`src/rtl/hazard_ctrl_pkg.sv`:
```
// rtl/hazard_ctrl_pkg.sv - shared types for the pipeline hazard controller
package hazard_ctrl_pkg;

    typedef logic [63:0] u64;
    typedef logic [4:0]  creg_addr_t;

    typedef enum logic [0:0] {
        F_RUN  = 1'b0,
        F_KILL = 1'b1
    } fstate_t;

    // Per-stage stall/flush controls, handed to the core as one bundle
    typedef struct packed {
        logic stallF;
        logic stallD;
        logic stallE;
        logic stallM;
        logic flushD;
        logic flushE;
        logic flushW;
    } hazard_ctl_t;

endpackage

```
`src/rtl/hazard_ctrl_detect.sv`:
```
// rtl/hazard_ctrl_detect.sv - load-use and branch-on-load register comparators
import hazard_ctrl_pkg::*;

module hazard_detect (
    input  logic       memreadE,
    input  logic       memreadM,
    input  logic       branchD,
    input  creg_addr_t dstE,
    input  creg_addr_t dstM,
    input  creg_addr_t ra1D,
    input  creg_addr_t ra2D,
    output logic       lu,
    output logic       bl
);

    // x0 is never a real dependency
    assign lu = memreadE && (dstE != 5'd0) && ((dstE == ra1D) || (dstE == ra2D));
    assign bl = branchD && memreadM && (dstM != 5'd0) && ((dstM == ra1D) || (dstM == ra2D));

endmodule

```
`src/rtl/hazard_ctrl.sv`:
```
// rtl/hazard_ctrl.sv - five-stage pipeline stall/flush/redirect controller
import hazard_ctrl_pkg::*;

module hazard_ctrl (
    input  logic       clk,
    input  logic       reset,
    input  logic       i_req,
    input  logic       i_data_ok,
    input  logic       d_req,
    input  logic       d_data_ok,
    input  logic       jumpD,
    input  u64         pcsrcD,
    input  logic       branchD,
    input  creg_addr_t ra1D,
    input  creg_addr_t ra2D,
    input  logic       memreadE,
    input  logic       memreadM,
    input  creg_addr_t dstE,
    input  creg_addr_t dstM,
    output logic       stallF,
    output logic       stallD,
    output logic       stallE,
    output logic       stallM,
    output logic       flushD,
    output logic       flushE,
    output logic       flushW,
    output logic       redirect_valid,
    output u64         redirect_pc
);

    fstate_t     fstate_q, fstate_d;
    u64          target_q, target_d;
    hazard_ctl_t ctl;
    logic        redir;
    logic        lu, bl, dwait, iwait, take;

    hazard_detect u_detect (
        .memreadE (memreadE),
        .memreadM (memreadM),
        .branchD  (branchD),
        .dstE     (dstE),
        .dstM     (dstM),
        .ra1D     (ra1D),
        .ra2D     (ra2D),
        .lu       (lu),
        .bl       (bl)
    );

    assign dwait = d_req && !d_data_ok;
    assign iwait = i_req && !i_data_ok;
    // A jump resolved on stale operands must not redirect
    assign take  = jumpD && !dwait && !lu && !bl;

    always_comb begin
        ctl      = '0;
        redir    = 1'b0;
        fstate_d = fstate_q;
        target_d = target_q;

        if (dwait) begin
            ctl.stallF = 1'b1;
            ctl.stallD = 1'b1;
            ctl.stallE = 1'b1;
            ctl.stallM = 1'b1;
            ctl.flushW = 1'b1;
        end else if (lu || bl) begin
            ctl.stallF = 1'b1;
            ctl.stallD = 1'b1;
            ctl.flushE = 1'b1;
        end else if (fstate_q == F_RUN) begin
            if (take && !iwait) begin
                redir      = 1'b1;
                ctl.flushD = 1'b1;
            end else if (take) begin
                target_d   = pcsrcD;
                fstate_d   = F_KILL;
                ctl.flushD = 1'b1;
                ctl.stallF = 1'b1;
            end else if (iwait) begin
                ctl.stallF = 1'b1;
                ctl.flushD = 1'b1;
            end
        end

        // Wrong-path fetch drains independently of D-M stalls
        if (fstate_q == F_KILL) begin
            ctl.flushD = 1'b1;
            ctl.stallF = 1'b1;
            if (i_data_ok) begin
                redir    = 1'b1;
                fstate_d = F_RUN;
            end
        end

        if (!reset) begin
            ctl        = '0;
            ctl.flushD = 1'b1;
            ctl.flushE = 1'b1;
            ctl.flushW = 1'b1;
            redir      = 1'b0;
        end
    end

    always_ff @(posedge clk or negedge reset) begin
        if (!reset) begin
            fstate_q <= F_RUN;
            target_q <= '0;
        end else begin
            fstate_q <= fstate_d;
            target_q <= target_d;
        end
    end

    assign stallF         = ctl.stallF;
    assign stallD         = ctl.stallD;
    assign stallE         = ctl.stallE;
    assign stallM         = ctl.stallM;
    assign flushD         = ctl.flushD;
    assign flushE         = ctl.flushE;
    assign flushW         = ctl.flushW;
    assign redirect_valid = redir;
    assign redirect_pc    = (fstate_q == F_KILL) ? target_q : pcsrcD;

endmodule

```
`config.mk`:
```
export PLATFORM = sky130hd
export DESIGN_NAME = hazard_ctrl
export DESIGN_NICKNAME = d
export VERILOG_FILES = /design/src/rtl/hazard_ctrl_pkg.sv /design/src/rtl/hazard_ctrl_detect.sv /design/src/rtl/hazard_ctrl.sv
export SDC_FILE = /design/constraint.sdc
export NUM_CORES = 1
export LEC_CHECK = 0
export ABC_AREA = 1
export CAP_MARGIN = 10
export CORE_MARGIN = 2
export CORE_UTILIZATION = 47
export CTS_CLUSTER_DIAMETER = 40
export CTS_CLUSTER_SIZE = 10
export DETAILED_ROUTE_END_ITERATION = 16
export PLACE_DENSITY_LB_ADDON = 0.15
export SYNTH_ARGS = -nofsm -noshare
export SYNTH_HDL_FRONTEND = slang
export SYNTH_SLANG_ARGS = --single-unit
```
`constraint.sdc`:
```
create_clock -name clk -period 3.1 [get_ports clk]
set_clock_uncertainty 0.05 [all_clocks]
set_input_delay 0.62 -clock clk [delete_from_list [all_inputs] [get_ports clk]]
set_output_delay 0.62 -clock clk [all_outputs]
set_load 0.05 [all_outputs]
```
==> results.ini <==
[floorplan]
rows = 33
core_um2 = 8220
die_x_um = 96.0
dieArea_um2 = 9210
io_pins = 166
start_util = 0.484
die_y_um = 96.0

[global_routing]
globalRouteOverflowTotal = 0
track_usage = 0.276
antenna_found_initial = 0
grt_pass1_vias = 4274
grt_pass1_wl_mm = 20.1
grt_max_degree = 67

[timing]
worst_slew_pin_slew_ns = 0.799
slew_violations = 0
period_needed_ns = 2.90
timing.final.crit_share = 0.935
setup_viol = 0
slew_headroom = 0.468
clock.fmax_mhz = 345
tns_ns = 0
finalHoldViolations = 0
rsz0062_at_grt = false

[worst_setup_path]
cp-start-kind = input port
cpMostUsedCell = nand2_1
crit_slowest_cell = clkdlybuf4s50_1
r2r_start = fstate_q
cp_cell_sequence = clkdlybuf4s50_1, inv_2, nand2_1, nand2_1, nor2_1, nand3_1, nand2_1, nand2_1, nand2_1, inv_1, nand2_1, nand2_1, inv_1, buf_12
endpoint_kind = output pin
critPathKind = input port to output pin
worstPathMaxFanout = 3
startpoint = dstE[2]
max_stage_delay_ns = 0.53
worst-r2r-setup-slack_ns = 1.55
arrival_ns = 2.23
rr_worst_depth = 6
r2r_end = target_q[31]
cp.required_ns = 2.43

[synth]
synth_top_area_cell = dfrtp_1
netlist_area_um2 = 3970
synth_warnings = 0
seq_area_frac_synth = 0.409
ys_ff_latch = 65
yosysTopAreaCellShare = 0.409
ys_types = 18
syn_area_per_cell_um2 = 6.55
synth_nets = 701
syn-instance-count = 607
synth_top_cells_by_area = dfrtp_1 (41%), nand2_1 (34%), nand4_1 (10%)

[detailed_routing]
drtIter0Drc = 392
num_vias = 4620
wl_per_cell_um = 14.6
first_pass_iters = 7
wirelength_mm = 12.6
ant_nets = 0
vias_per_cell = 5.37
drcViolationCount = 0

[clock_tree]
cts_sinks = 65
clk_latency_ns = 0.33
clkTransAtPathRegs_ns = 0.08
cts_tree = yes
root_buffer = clkbuf_8
clock_path_buffers = 2
htree_levels = 3
cts_made_buffers = 9
postCtsHoldBufs = 0

[pwr]
power_leakage_uw = 0.00344
seqPwrFrac = 0.357
irDropWorstVdd_mv = 0.306
p_sw_frac = 0.366
p_int_uw = 2110
clkPwrFrac = 0.241
netSwitchingPower_uw = 1220
power_density_nw_per_um2 = 510
p_comb_frac = 0.402

[layout]
layout.nets = 845
fin_util = 0.794
drive_gt1_frac = 0.146
multiInputGateArea_um2 = 2030
seqCellArea_um2 = 1630
area_growth_syn_to_layout_pct = 64.2
fillers = 575
n_antenna_cell = 0

[worst_hold_path]
min_to = target_q[19]
min_path_cells = 2
min_from = target_q[19]
hp-class = register to register

[run_status]
status = completed

[flow_run]
max_cap_viol_count = 0

[placed_design]
portBuffers = 165
hpwl_mm = 8.73
place_congestion = 0.854

==> critical path, delay by kind of cell <==
kind,cells,cell delay (ns)
buf+inv,5,0.90
simple gates,9,0.71
==> metal layers <==
metal	wire length (um)	vias up	share of wire	global-route usage
li1	-	2203	-	-
met5	0	-	0	0
met4	376	0	0.030	0.105
met3	841	31	0.067	0.0470
met2	6470	218	0.51	0.464
met1	4930	2168	0.39	0.356
==> layout make-up <==
| cell class | instances | share of cell area |
|---|---|---|
| timing repair buffer | 176 | 0.370 |
| multi-input combinational | 471 | 0.311 |
| sequential | 65 | 0.250 |
| tap | 105 | 0.0201 |
| clock buffer | 10 | 0.0196 |
| inverter | 28 | 0.0161 |
| clock inverter | 6 | 0.0140 |
==> power groups by stage <==
stage	clock network, uW	logic [uW]	registers, uW
final	800	1340	1190
after global routing	848	1440	1210
after CTS	809	1340	1180
after detailed placement	0	1340	1190
after global placement	0	1310	1180
after floorplan	0	718	1160
==> kinds of logic (layout without fill, tap and decap cells) <==
| group | count (synthesis) | in the layout | share of synthesized area |
|---|---|---|---|
| xor+xnor | 9 | 9 | 0.0198 |
| simple gates | 456 | 456 | 0.475 |
| buf+inv | 71 | 220 | 0.0869 |
| flops | 65 | 65 | 0.409 |
| compound gates | 6 | 6 | 0.00913 |
==> synth_stat cells (all sizes together) <==
master  number
nand2      363
nor2        19
buf         29
nand4       66
clkbuf      14
a21oi        1
nand3        8
inv         28
xor2         5
a21boi       1
o21ai        4
dfrtp       65
xnor2        4
==> worst max-delay path by stage <==
stage	endpoint	slack, ns	depth (start not counted)
global placement	flushE	0.11	12
global route	stallF	0.003	14
CTS	flushE	0.07	12
detailed placement	flushE	0.07	12
finish	stallF	0.20	14
floorplan	flushE	0.02	9
==> registers in the layout (all words and copies together), names as in the netlist <==
register	count
fstate_q	1
target_q	64
==> what timing repair did <==
item / in CTS / in global routing
hold endpoints to repair: 0 / 0
endpoints found under the setup margin: 0 / 1
setup buffers: 0 / 0
gates resized for setup: 0 / 2
==> cells in the final DEF, fill, tap and decap left out, types with 4 or more instances in the layout <==
| master | count |
|---|---|
| buf_12 | 69 |
| clkdlybuf4s50_1 | 92 |
| nor2_1 | 18 |
| dfrtp_1 | 64 |
| nand2_1 | 362 |
| nand3_1 | 7 |
| inv_2 | 5 |
| inv_1 | 23 |
| buf_4 | 14 |
| xor2_1 | 5 |
| nand4_1 | 66 |
| xnor2_1 | 4 |
| clkbuf_8 | 9 |
==> per-stage QoR <==
step / area, um^2 / total power, uW / hold slack [ns] / setup WS [ns] / std cells
floorplan: 3970 / 1880 / 0.274 / 0.0163 / 607
global route: 6520 / 3500 / 0.451 / 0.00254 / 861
finish: 6520 / 3330 / 0.423 / 0.201 / 861
detailed placement: 6300 / 2540 / 0.409 / 0.0727 / 845
global placement: 6300 / 2490 / 0.403 / 0.111 / 845
CTS: 6520 / 3330 / 0.426 / 0.0716 / 861
(Power assumes the default switching activity.)
